### src/rtl/eq2_selftest_ctrl.sv
// Built-in self-test sequencer for the 2-bit equality comparator.
// Walks every {a,b} vector, waits a settle time, checks aeqb and records errors and the first failure.
module eq2_selftest_ctrl #(
  parameter int W      = 2,
  parameter int SETTLE = 4,
  localparam int IW    = 2*W,
  localparam int CW    = 2*W+1
) (
  input  logic          clk,
  input  logic          reset,
  input  logic          start,
  output logic [W-1:0]  a,
  output logic [W-1:0]  b,
  input  logic          aeqb,
  output logic          busy,
  output logic          done,
  output logic          pass,
  output logic [CW-1:0] err_cnt,
  output logic          fail_valid,
  output logic [IW-1:0] fail_vec
);

  localparam int TW = (SETTLE > 1) ? $clog2(SETTLE) : 1;

  typedef enum logic [2:0] {
    S_IDLE,
    S_APPLY,
    S_WAIT,
    S_CHECK,
    S_DONE
  } state_t;

  state_t        state, state_next;
  logic [IW-1:0] idx;
  logic [TW-1:0] timer;
  logic          mismatch;

  always_ff @(posedge clk) begin
    if (reset) state <= S_IDLE;
    else       state <= state_next;
  end

  always_comb begin
    state_next = state;
    unique case (state)
      S_IDLE, S_DONE: if (start) state_next = S_APPLY;
      S_APPLY:        state_next = S_WAIT;
      S_WAIT:         if (timer == '0) state_next = S_CHECK;
      S_CHECK:        state_next = (&idx) ? S_DONE : S_APPLY;
      default:        state_next = S_IDLE;
    endcase
  end

  assign mismatch = (aeqb != (a == b));

  // Operands come straight from idx, so they only move when idx does (entry to APPLY).
  always_ff @(posedge clk) begin
    if (reset) begin
      idx        <= '0;
      timer      <= '0;
      err_cnt    <= '0;
      fail_valid <= 1'b0;
      fail_vec   <= '0;
    end else begin
      unique case (state)
        S_IDLE, S_DONE: begin
          if (start) begin
            idx        <= '0;
            err_cnt    <= '0;
            fail_valid <= 1'b0;
            fail_vec   <= '0;
          end
        end
        S_APPLY: timer <= TW'(SETTLE-1);
        S_WAIT:  if (timer != '0) timer <= timer - TW'(1);
        S_CHECK: begin
          if (mismatch) begin
            err_cnt <= err_cnt + CW'(1);
            if (!fail_valid) begin
              fail_vec   <= idx;
              fail_valid <= 1'b1;
            end
          end
          if (!(&idx)) idx <= idx + IW'(1);
        end
        default: ;
      endcase
    end
  end

  assign a    = idx[IW-1:W];
  assign b    = idx[W-1:0];
  assign busy = (state == S_APPLY) || (state == S_WAIT) || (state == S_CHECK);
  assign done = (state == S_DONE);
  assign pass = done && (err_cnt == '0);

endmodule

### config.mk
export PLATFORM = sky130hd
export DESIGN_NAME = eq2_selftest_ctrl
export DESIGN_NICKNAME = d
export VERILOG_FILES = /design/src/rtl/eq2_selftest_ctrl.sv
export SDC_FILE = /design/constraint.sdc
export NUM_CORES = 1
export LEC_CHECK = 0
export ABC_CLOCK_PERIOD_IN_PS = 3300
export BUFFER_PORTS_ARGS = -buffer_cell sky130_fd_sc_hd__clkbuf_2
export CAP_MARGIN = 20
export CORE_ASPECT_RATIO = 1.1
export CORE_MARGIN = 4
export CORE_UTILIZATION = 45
export DETAILED_ROUTE_END_ITERATION = 8
export HOLD_SLACK_MARGIN = 0.05
export PLACE_DENSITY = 0.79
export SLEW_MARGIN = 20
export SYNTH_ARGS = -nofsm -noshare
export SYNTH_HDL_FRONTEND = slang
export SYNTH_SLANG_ARGS = --single-unit
### constraint.sdc
create_clock -name clk -period 3.3 [get_ports clk]
set_input_delay 0 -clock clk [delete_from_list [all_inputs] [get_ports clk]]
set_output_delay 0 -clock clk [all_outputs]
set_load 0.01 [all_outputs]
* Yosys cells after proc, flatten, opt, wreduce, memory -nomap -nowiden
Index checks and enable logic that the tools add are counted.
Storage, ports and cells: register bits 19, output and inout port bits 17, word-level logic and storage cells 55
Operators by class: $add $sub $neg 3, eq/ne operators 12, multiplexer cells 18, reduce and logical (&&, ||, !) cells 16
Operators by type and width (count):
- $mux W4 | 4
- $pmux W4 S2 | 2
- $ne A2 B2 Y1 const B | 6
- $pmux W3 S4 | 1
- $mux W5 | 2
- $pmux W5 S2 | 1
- $mux W3 | 3
- $reduce_and A4 Y1 | 2
- $eq A3 B2 Y1 const B | 2
- $reduce_and A3 Y1 | 2
- $reduce_bool A2 Y1 | 3
- $add A5 B1 Y5 const B | 1
- $logic_not A5 Y1 | 1
- $add A4 B1 Y4 const B | 1
- $pmux W2 S2 | 1
- $reduce_and A2 Y1 | 2
- $eq A3 B1 Y1 const B | 1
- $eq A3 B3 Y1 const B | 1
- $logic_not A3 Y1 | 1
- $eq A2 B2 Y1 | 1
- $logic_not A2 Y1 | 1
- $logic_or A1 B1 Y1 | 2
- $mux W1 | 2
- $mux W2 | 1
- 5 further kinds | 5

* Depth between registers and ports, before layout
Gate-level depths: netlist of run 1.
depth after elaboration 4, depth in mapped cells 6, gate-level depth less buffers 6

* Least setup slack after synthesis of run 1
Ideal clock, no wire load.
path type register -> register, start reg idx[3], end reg fail_vec[0], setup time 0.133 ns, arrival time 1.346 ns, data required time 3.167 ns, setup slack 1.821 ns, cell stages (with the launch flop) 5, period minus slack after synthesis 1.479 ns, cells stage by stage dfxtp_1 > xor2_2 > or3_1 > a31oi_2 > o32ai_1
On the way: word-level cells in the longest chain between the ends 4
RTL lines:
- from (decl) | RTL line 34 | logic [IW-1:0] idx;
- from (signal assigned) | RTL line 84 | if (!(&idx)) idx <= idx + IW'(1);
- $eq A2 B2 Y1 | RTL line 54 | assign mismatch = (aeqb != (a == b));
- $ne A1 B1 Y1 | RTL line 54
- $ne A2 B2 Y1 (no source line)
- $reduce_and A4 Y1 (no source line)
- to (signal assigned) | RTL line 80 | fail_vec <= idx;
- to (decl) | RTL line 20 | output logic [IW-1:0] fail_vec
Every way passes these cells. A chain may end at the register's enable or synchronous reset.

* Worst setup path after layout of run 1
start reg state[1], end reg fail_vec[3]
On the way: word-level cells in the longest chain between the ends 4
RTL lines:
- from (decl) | RTL line 33 | state_t state, state_next;
- from (signal assigned) | RTL line 40 | else state <= state_next;
- $eq A3 B3 Y1 / $logic_not A3 Y1 (equally long branches) | RTL line 65 | unique case (state)
- $reduce_or A2 Y1 | RTL line 65
- $ne A2 B2 Y1 (no source line) / $reduce_bool A2 Y1 (equally long branches)
- $reduce_and A4 Y1 (no source line)
Parallel ways exist; a longest one is shown, timed or not.

==> results of run 1 <==
synth_stat cells, types with 2 or more instances:
cell type / count
a21bo_1: 2
a21oi_1: 3
a2bb2oi_1: 2
a31oi_1: 2
buf_4: 2
buf_6: 2
dfxtp_1: 19
ha_1: 4
inv_1: 17
mux2i_1: 2
nand2_1: 4
nand3_1: 4
nand3b_1: 2
nor2_1: 14
nor2b_1: 2
nor3_1: 4
o21a_1: 2
o21ai_0: 4
o32ai_1: 4
xnor2_1: 2
xor2_2: 2
flip-flops by register name (all words and copies together) (netlist names):
name and flops:
idx 4, fail_valid 1, timer 2, fail_vec 4, err_cnt 5, state 3
layout make-up:
cell class                 instances  area [sq um]
clock buffer                       4          26.3
inverter                          17          63.8
multi-input combinational         83           633
tap                               30          37.5
timing repair buffer              21           110
fill                             232          1070
sequential                        19           380
timing repair:
item / in CTS / in global routing
setup buffers: 0 / 0
hold buffers: 1 / 0
endpoints found under the hold margin: 2 / 0
logic make-up after synthesis:
family	synth area share
muxes	0.0179
and+or+nand+nor	0.234
DFF	0.340
buffers and inverters	0.0940
xor gates and xnor gates	0.0526
AOI/OAI and AO/OA	0.217
adders and majority gates	0.0447
per-layer routing:
layer	global-route usage	up-vias	part of all wire	wire length (um)
li1	-	473	-	-
met1	0.182	475	0.45	1060
met2	0.284	37	0.48	1130
met3	0.0346	7	0.056	131
met4	0.0521	0	0.017	40
met5	0	-	0	0
worst paths after layout:
kind / depth (start not counted) / to / from / slack, ns
worst max-delay path: 4 / fail_vec[3] / state[1] / 1.59
worst min-delay path: 2 / state[0] / reset / 0.13
worst max register to register: 4 / fail_vec[3] / state[1] / 1.59
worst min register to register: 2 / fail_vec[1] / fail_vec[1] / 0.49
worst max-delay path: cells and delay by family (launching register included):
kind	cells	cell delay, ns
AOI/OAI and AO/OA	2	0.35
DFF	1	0.53
and+or+nand+nor	2	0.74
power by group through the flow:
stage / logic (mW) / clock network (mW) / registers [mW]
after CTS: 0.106 / 0.123 / 0.258
after global routing: 0.119 / 0.131 / 0.261
after global placement: 0.100 / 0 / 0.262
final: 0.106 / 0.120 / 0.259
after floorplan: 0.0987 / 0 / 0.253
after detailed placement: 0.105 / 0 / 0.263
per-stage QoR:
step                cells  total power, mW  hold slack (ns)  worst slack (ns)
detailed placement    169            0.368            0.303              1.65
finish                174            0.484            0.132              1.59
CTS                   174            0.487            0.129              1.62
global route          174            0.510            0.147              1.46
floorplan             124            0.352            0.159              1.82
global placement      169            0.363            0.299              1.71
cells in the final DEF (no fill, tap or decap), drive strengths merged, types with 4 or more instances in the layout:
master  instances
nor3            4
o21ai           5
dfxtp          19
clkbuf         24
nor2           14
nand3           4
ha              4
inv            17
nand2           4
o32ai           4
==> qor.txt, run 1 <==
Post-Syn Instances -> 124
Global-route wire length before repair -> 4210 um
Psw -> 0.151 mW
Top cell type's share of synthesized area -> 0.340
Peak VDD IR -> 0.204 mV
CTS tree -> done
WL per Instance -> 13.5 um
Number of remaining DRC errors -> 0
Combinational Power Share -> 0.219
PwrDens -> 387 nW/um^2
Num ports -> 21
Status -> finished clean
Worst-path fanout max -> 9
Detailed Place HPWL -> 1790 um
Fin crit share -> 0.517
Grt ovf -> 0
Core area -> 2320 sq um
DR vias -> 992
Final instance area -> 1250 sq um
Max Clock Freq -> 586 MHz
Internal -> 0.333 mW
Critical path class -> reg2reg
DRT antenna net count -> 0
Post-route minimum period -> 1.71 ns
Die width -> 55.5 um
Slew @ Worst Pin -> 0.510 ns
CP peak stage delay -> 0.53 ns
Unrepaired setup endpoints after global routing -> no
Setup total negative slack -> 0 ns
DRT iter0 DRCs -> 31
Antenna fix cells -> 0
Die area -> 3350 sq um
Routed wire length -> 2360 um
Drt pass-1 iters -> 4
Row count -> 18
Synth Area per Inst -> 9.02 sq um
CTS Buf Count -> 3
Crit path capture type -> flip-flop
Max_cap viols -> 0
Gpl congestion -> 0.725
Number of global-route vias before repair -> 955
Cell with the largest stage delay on the worst path -> dfxtp_1
Layout Skew -> 0.00190 ns
Arr. time, crit path -> 1.91 ns
Worst setup SP type -> flip-flop
Starting Density -> 0.482
Lkg Pwr -> 0.526 nW
Clock share of power -> 0.248
Share of layout cells above drive strength 1 -> 0.250
Clock H-tree levels -> 1
TritonCTS Sinks -> 19
DP Area -> 1210 sq um
Setup Viol. Count Final -> 0
Clk_lat worst skew -> 0.30 ns
Type of the tightest min-delay check -> in2reg
Slew HR -> 0.659
Mapped Nets -> 132
Crit path cell chain -> nand3b_1, nor4b_4, o21ai_1, o32ai_1
Ys async rst share -> 0
DIE HEIGHT -> 60.3 um
Vias/cell -> 5.70
Ranking of synthesized cells by area -> dfxtp_1 34%, inv_1 5.7%, nor2_1 4.7%
Pin count of the biggest net entering global routing -> 18
Global Route Usage Sum -> 0.156
Top FF cell, synth -> dfxtp_1
CTS Root Cell -> clkbuf_4
EDFF count, synth -> 0
Seq pwr share -> 0.534
Layout overhead on the synthesized area -> 11.9%
Antenna violations before repair -> 0
Netlist cell types -> 46
Clk buf depth -> 2
Buffers on Ports -> 20
Reg clk slew, reported paths -> 0.11 ns
Final Hold Fails -> 0
Crit path required time -> 3.51 ns
Final Max Tran Viols -> 0
Cell Area, Synth -> 1120 sq um
Flops & latches, synth -> 19
Largest area contributor in the netlist -> dfxtp_1
Layout Nets -> 153
Switching fraction of total power -> 0.312
Register area share after synthesis -> 0.340
Yosys warning count -> 0
Post-CTS sizing -> 0
Final core occ -> 0.539
(Power assumes the default switching activity.)
==> inputs of run 2 (changes only) <==
--- a/config.mk
+++ b/config.mk
@@ -5,7 +5,7 @@
 export SDC_FILE = /design/constraint.sdc
 export NUM_CORES = 1
 export LEC_CHECK = 0
-export ABC_CLOCK_PERIOD_IN_PS = 3300
+export ABC_CLOCK_PERIOD_IN_PS = 1600
 export BUFFER_PORTS_ARGS = -buffer_cell sky130_fd_sc_hd__clkbuf_2
 export CAP_MARGIN = 20
 export CORE_ASPECT_RATIO = 1.1
==> constraint.sdc (replaced) <==
create_clock -name clk -period 1.6 [get_ports clk]
set_input_delay 0 -clock clk [delete_from_list [all_inputs] [get_ports clk]]
set_output_delay 0 -clock clk [all_outputs]
set_load 0.01 [all_outputs]
==> run 2 against run 1 <==
Worst setup slack got worse by 1.5 ns. Largest cell class unchanged. Non-clock buffer count is 8 higher. Via count down 0.71%.
==> qor.txt, run 2 (same netlist as run 1, synthesis figures left out) <==
Final Hold Fails -> 0 (unchanged)
Max Clock Freq -> 671 MHz (was 586 MHz)
Starting Density -> 0.482 (unchanged)
Layout overhead on the synthesized area -> 18.6% (was 11.9%)
Seq pwr share -> 0.506 (was 0.534)
Worst-path fanout max -> 6 (was 9)
Antenna violations before repair -> 0 (unchanged)
Crit path capture type -> flip-flop (unchanged)
Internal -> 0.712 mW (was 0.333 mW)
Status -> finished clean (unchanged)
Type of the tightest min-delay check -> in2reg (unchanged)
Post-route minimum period -> 1.49 ns (was 1.71 ns)
Crit path required time -> 1.85 ns (was 3.51 ns)
Switching fraction of total power -> 0.304 (was 0.312)
Clk_lat worst skew -> 0.30 ns (about the same)
Die width -> 55.5 um (unchanged)
Largest regs -> err_cnt x5, fail_vec x4, idx x4 (unchanged)
Setup total negative slack -> 0 ns (unchanged)
Unrepaired setup endpoints after global routing -> no (unchanged)
DIE HEIGHT -> 60.3 um (unchanged)
Worst setup SP type -> flip-flop (unchanged)
Psw -> 0.311 mW (was 0.151 mW)
Critical path class -> reg2reg (unchanged)
Commonest cells after routing, fill and taps aside -> 20 x clkbuf_2, 17 x inv_1, 17 x dfxtp_1 (was 20 x clkbuf_2, 19 x dfxtp_1, 17 x inv_1)
Clk buf depth -> 2 (unchanged)
Num ports -> 21 (unchanged)
CTS Root Cell -> clkbuf_4 (unchanged)
Vias/cell -> 5.41 (was 5.70)
Final Max Tran Viols -> 0 (unchanged)
Gpl congestion -> 0.771 (was 0.725)
Layout Nets -> 161 (was 153)
Number of remaining DRC errors -> 0 (unchanged)
Placed insts -> 177 (was 169)
Commonest non-fill, non-tap cell in the layout -> clkbuf_2 (unchanged)
Global Route Usage Sum -> 0.154 (was 0.156)
Lkg Pwr -> 0.573 nW (was 0.526 nW)
DRT antenna net count -> 0 (unchanged)
Antenna fix cells -> 0 (unchanged)
Slew HR -> 0.724 (was 0.659)
Layout Skew -> 0.00695 ns (was 0.00190 ns)
Clock H-tree levels -> 1 (unchanged)
Clock share of power -> 0.235 (was 0.248)
Reg clk slew, reported paths -> 0.11 ns (about the same)
Core area -> 2320 sq um (unchanged)
DR vias -> 985 (was 992)
TritonCTS Sinks -> 19 (unchanged)
DRT iter0 DRCs -> 18 (was 31)
PwrDens -> 772 nW/um^2 (was 387 nW/um^2)
Number of global-route vias before repair -> 965 (was 955)
Largest reg by FF count -> err_cnt (unchanged)
Max reg flops -> 5 (unchanged)
Max_cap viols -> 0 (unchanged)
Die area -> 3350 sq um (unchanged)
Pin count of the biggest net entering global routing -> 18 (unchanged)
Row count -> 18 (unchanged)
Grt ovf -> 0 (unchanged)
CTS Buf Count -> 3 (unchanged)
Pwr Total -> 1.02 mW (was 0.484 mW)
Setup Viol. Count Final -> 0 (unchanged)
WL per Instance -> 13.3 um (was 13.5 um)
Routed wire length -> 2430 um (was 2360 um)
Slew @ Worst Pin -> 0.410 ns (was 0.510 ns)
Combinational Power Share -> 0.260 (was 0.219)
Drt pass-1 iters -> 4 (unchanged)
Peak VDD IR -> 0.441 mV (was 0.204 mV)
Final Non-Filler Cells -> 182 (was 174)
Fin crit share -> 0.932 (was 0.517)
Detailed Place HPWL -> 1850 um (was 1790 um)
Share of layout cells above drive strength 1 -> 0.322 (was 0.250)
Arr. time, crit path -> 1.74 ns (was 1.91 ns)
CTS tree -> done (unchanged)
Buffers on Ports -> 20 (unchanged)
Global-route wire length before repair -> 4130 um (was 4210 um)
-- run 2: repair_timing --
item / CTS / global route
setup buffers: 0 / 0
hold endpoints to repair: 1 / 0
pin swaps: 0 / 1
resized for setup: 1 / 4
setup endpoints to repair: 1 / 10
hold buffers: 1 / 0
-- run 2: power groups by stage --
stage,Combinational [mW],Sequential [mW],Clock [mW]
2_1_floorplan,0.204,0.522,0
3_3_place_gp,0.248,0.527,0
3_5_place_dp,0.257,0.528,0
4_1_cts,0.261,0.517,0.256
5_1_grt,0.295,0.519,0.271
6_report,0.266,0.517,0.240
-- run 2: worst paths after layout --
check / from / cells past startpoint / slack [ns] / endpoint
max reg2reg: idx[1] / 4 / 0.11 / err_cnt[1]
max: idx[1] / 4 / 0.11 / err_cnt[1]
min: reset / 2 / 0.14 / state[0]
min reg2reg: timer[1] / 1 / 0.48 / timer[1]
-- run 2: per-stage QoR --
stage | hold WS (ns) | worst slack, ns | utilization | cell area, sq um
final | 0.139 | 0.109 | 0.572 | 1330
after global routing | 0.168 | 0.00894 | 0.572 | 1330
after CTS | 0.125 | 0.00368 | 0.568 | 1320
after detailed placement | 0.309 | 0.0615 | 0.550 | 1270
after global placement | 0.303 | 0.134 | 0.550 | 1270
after floorplan | 0.159 | 0.121 | - | 1120
-- run 2: area by class of cell --
class	instances	area, sq um
Tap cell	30	37.5
Fill cell	222	993
Sequential cell	19	383
Inverter	17	63.8
Timing Repair Buffer	29	170
Clock buffer	4	26.3
Multi-Input combinational cell	83	646
-- run 2: critical path, stage by stage, from the launching register on --
cell	delay, ns
dfxtp_2	0.38
xor2_2	0.23
o211a_2	0.32
nor4_4	0.34
a2bb2o_4	0.17
-- run 2: routing by layer --
layer / vias up / wire (um) / track usage
met5: - / 0 / 0
met4: 0 / 28 / 0.0625
met3: 6 / 133 / 0.0389
met2: 26 / 1220 / 0.272
met1: 459 / 1040 / 0.178
li1: 494 / - / -
==> inputs of run 3 (changes only) <==
--- a/config.mk
+++ b/config.mk
@@ -5,7 +5,8 @@
 export SDC_FILE = /design/constraint.sdc
 export NUM_CORES = 1
 export LEC_CHECK = 0
-export ABC_CLOCK_PERIOD_IN_PS = 1600
+export ABC_AREA = 1
+export ABC_CLOCK_PERIOD_IN_PS = 1500
 export BUFFER_PORTS_ARGS = -buffer_cell sky130_fd_sc_hd__clkbuf_2
 export CAP_MARGIN = 20
 export CORE_ASPECT_RATIO = 1.1
@@ -13,7 +14,7 @@
 export CORE_UTILIZATION = 45
 export DETAILED_ROUTE_END_ITERATION = 8
 export HOLD_SLACK_MARGIN = 0.05
-export PLACE_DENSITY = 0.79
+export PLACE_DENSITY = 0.8
 export SLEW_MARGIN = 20
 export SYNTH_ARGS = -nofsm -noshare
 export SYNTH_HDL_FRONTEND = slang
==> constraint.sdc (replaced) <==
create_clock -name clk -period 1.5 [get_ports clk]
set_input_delay 0 -clock clk [delete_from_list [all_inputs] [get_ports clk]]
set_output_delay 0 -clock clk [all_outputs]
set_load 0.01 [all_outputs]
==> run 3 against run 2 <==
Count of clock-buffer cells in the layout fell by 1. Total power rose by 21%. Worst setup slack got worse by 0.011 ns. Synthesized area fell by 12%. Hold slack got worse by 0.068 ns. Sequential power rose by 11%. Sequential cell count did not move. Critical path depth rose by 5. Largest cell class unchanged.
==> qor.txt, run 3 <==
Peak VDD IR -> 0.690 mV (was 0.441 mV)
Busiest grt layer -> met2 (unchanged)
Ys async rst share -> 0 (unchanged)
Antenna violations before repair -> 0 (unchanged)
Fillers -> 194 (was 222)
Antenna fix cells -> 0 (unchanged)
Flops & latches, synth -> 19 (unchanged)
Count leader, synth -> nand2_1 (was dfxtp_1)
Number of remaining DRC errors -> 0 (unchanged)
Crit path capture type -> flip-flop (unchanged)
Post-synth top cells -> 31 x nand2_1, 19 x dfxtp_1, 15 x a21oi_1, 15 x inv_1, 10 x nor2_1 (was 19 x dfxtp_1, 17 x inv_1, 14 x nor2_1)
Buffers on Ports -> 20 (unchanged)
Drt pass-1 iters -> 4 (unchanged)
Post-route minimum period -> 1.40 ns (was 1.49 ns)
Status -> finished clean (unchanged)
Max Clock Freq -> 713 MHz (was 671 MHz)
Die width -> 52.6 um (was 55.5 um)
Cell with the largest stage delay on the worst path -> dfxtp_4 (was dfxtp_2)
Crit path cell chain -> ha_1, nand2_1, nor2_1, nand2_1, nand2_1, o21ai_0, inv_1, nand2_1, nor2_1 (was xor2_2, o211a_2, nor4_4, a2bb2o_4)
Layout overhead on the synthesized area -> 19.3% (was 18.6%)
DRT antenna net count -> 0 (unchanged)
DIE HEIGHT -> 57.1 um (was 60.3 um)
Critical path class -> reg2reg (unchanged)
Lkg Pwr -> 0.529 nW (was 0.573 nW)
Worst setup SP type -> flip-flop (unchanged)
Layout Nets -> 172 (was 161)
Largest area contributor in the netlist -> dfxtp_1 (unchanged)
Global-route wire length before repair -> 3710 um (was 4130 um)
Mapped Nets -> 147 (was 132)
Routed wire length -> 2160 um (was 2430 um)
Commonest non-fill, non-tap cell in the layout -> nand2_1 (was clkbuf_2)
Core area -> 2040 sq um (was 2320 sq um)
Final Non-Filler Cells -> 191 (was 182)
Pwr Total -> 1.24 mW (was 1.02 mW)
Gpl congestion -> 0.809 (was 0.771)
CTS tree -> done (unchanged)
Clk_lat worst skew -> 0.30 ns (about the same)
WL per Instance -> 11.3 um (was 13.3 um)
Pin count of the biggest net entering global routing -> 17 (was 18)
DR vias -> 975 (was 985)
Setup repair bufs after CTS -> 0 (unchanged)
Detailed Place HPWL -> 1720 um (was 1850 um)
CTS Root Cell -> clkbuf_4 (unchanged)
Grt ovf -> 0 (unchanged)
PwrDens -> 1050 nW/um^2 (was 772 nW/um^2)
Top FF cell, synth -> dfxtp_1 (unchanged)
Reg clk slew, reported paths -> 0.11 ns (about the same)
Multi-input logic area -> 522 sq um (was 646 sq um)
Number of global-route vias before repair -> 870 (was 965)
Clk buf depth -> 2 (unchanged)
Cell Area, Synth -> 986 sq um (was 1120 sq um)
Starting Density -> 0.483 (was 0.482)
Worst-path fanout max -> 7 (was 6)
EDFF count, synth -> 0 (unchanged)
TritonCTS Sinks -> 19 (unchanged)
CP peak stage delay -> 0.38 ns (about the same)
Row count -> 17 (was 18)
Max_cap viols -> 0 (unchanged)
Slew @ Worst Pin -> 0.314 ns (was 0.410 ns)
Met3 GRT Util -> 0.0313 (was 0.0389)
Ranking of synthesized cells by area -> dfxtp_1 39%, nand2_1 12%, a21oi_1 7.6% (was dfxtp_1 34%, inv_1 5.7%, nor2_1 4.7%)
Final Hold Fails -> 0 (unchanged)
Hold WS -> 0.0704 ns (was 0.139 ns)
Met2 usage -> 0.268 (was 0.272)
Unrepaired setup endpoints after global routing -> yes (was no)
Layout Skew -> 0.00517 ns (was 0.00695 ns)
Share of layout cells above drive strength 1 -> 0.282 (was 0.322)
Vias/cell -> 5.10 (was 5.41)
Top cell type's share of synthesized area -> 0.386 (was 0.340)
Type of the tightest min-delay check -> in2reg (unchanged)
Placed insts -> 187 (was 177)
Fin crit share -> 0.935 (was 0.932)
Synth Area per Inst -> 7.09 sq um (was 9.02 sq um)
Die area -> 3000 sq um (was 3350 sq um)
Register area -> 390 sq um (was 383 sq um)
CTS Buf Count -> 3 (unchanged)
Max reg flops -> 5 (unchanged)
Final Max Tran Viols -> 0 (unchanged)
Register area share after synthesis -> 0.386 (was 0.340)
Yosys warning count -> 0 (unchanged)
Setup total negative slack -> 0 ns (unchanged)
M1 GR Usage -> 0.193 (was 0.178)
Num ports -> 21 (unchanged)
Netlist cell types -> 23 (was 46)
Post-Syn Instances -> 139 (was 124)
CP most frequent cell -> nand2_1
Clock H-tree levels -> 1 (unchanged)
Arr. time, crit path -> 1.61 ns (was 1.74 ns)
Largest reg by FF count -> err_cnt (unchanged)
Crit path required time -> 1.70 ns (was 1.85 ns)
Largest regs -> err_cnt x5, fail_vec x4, idx x4 (unchanged)
Commonest cells after routing, fill and taps aside -> 31 x nand2_1, 20 x clkbuf_2, 15 x inv_1, 15 x a21oi_1, 15 x dfxtp_1 (was 20 x clkbuf_2, 17 x inv_1, 17 x dfxtp_1)
DRT iter0 DRCs -> 27 (was 18)
Slew HR -> 0.790 (was 0.724)
Setup Viol. Count Final -> 0 (unchanged)
Global Route Usage Sum -> 0.156 (was 0.154)
==> run 3: changes by cell type in the layout (fill, tap and decap cells not counted), sizes merged, moves of 3 or more <==
| cell | delta |
|---|---|
| nand4 | +4 |
| o32ai | -4 |
| nor4 | -3 |
| nand3 | +8 |
| buf | -5 |
| a21oi | +12 |
| nand2 | +28 |
| nor3 | +3 |
| nor2 | -3 |
| inv | +4 |
==> run 3: power by group <==
group	switching, mW	internal, mW	total [mW]
Sequential	0.0316	0.543	0.574
Combinational	0.263	0.136	0.399
Clock	0.163	0.0993	0.262
==> run 3: stage by stage <==
stage	area (sq um)	util	setup WS [ns]
floorplan	986	-	0.163
global placement	1130	0.553	0.139
detailed placement	1130	0.553	0.0571
CTS	1160	0.566	0.0198
global route	1180	0.576	-0.00986
finish	1180	0.576	0.0975
==> run 3: worst paths after layout <==
path         depth (start not counted)  slack [ns]     endpoint        start
max                                  9         0.1       idx[3]       idx[0]
min                                  2        0.07     state[1]        reset
max reg2reg                          9         0.1       idx[3]       idx[0]
min reg2reg                          2        0.47  fail_vec[0]  fail_vec[0]
==> run 3: worst max-delay path, delay by kind of cell (launching register included) <==
family | cells | cell delay [ns]
and+or+nand+nor | 6 | 0.38
AOI/OAI and AO/OA | 1 | 0.26
DFF | 1 | 0.38
adders and majority gates | 1 | 0.22
buffers and inverters | 1 | 0.07
==> run 3: final cells by class <==
type | instances | area share
multi-input cells | 96 | 0.444
flip-flops and latches | 19 | 0.332
repair buffers | 23 | 0.104
inverters | 21 | 0.0670
well taps | 28 | 0.0298
clock buffers | 3 | 0.0191
clock inverters | 1 | 0.00426
==> run 3: routing by layer <==
| layer | wire (um) | up-vias |
|---|---|---|
| li1 | - | 503 |
| met1 | 928 | 447 |
| met2 | 1110 | 21 |
| met3 | 91 | 4 |
| met4 | 28 | 0 |
| met5 | 0 | - |
==> run 3: repair_timing <==
| item | in CTS | in global routing |
|---|---|---|
| setup endpoints to repair | 0 | 7 |
| resized for setup | 0 | 8 |
| hold buffers | 0 | 0 |
==> run 3: cells by family after synthesis <==
| kind of cell | synth area share |
|---|---|
| XOR/XNOR | 0.0267 |
| AO/OA/AOI/OAI | 0.118 |
| buffers and inverters | 0.0952 |
| adder cells (fa/ha/maj) | 0.0508 |
| AND/OR/NAND/NOR | 0.324 |
| flip-flops | 0.386 |
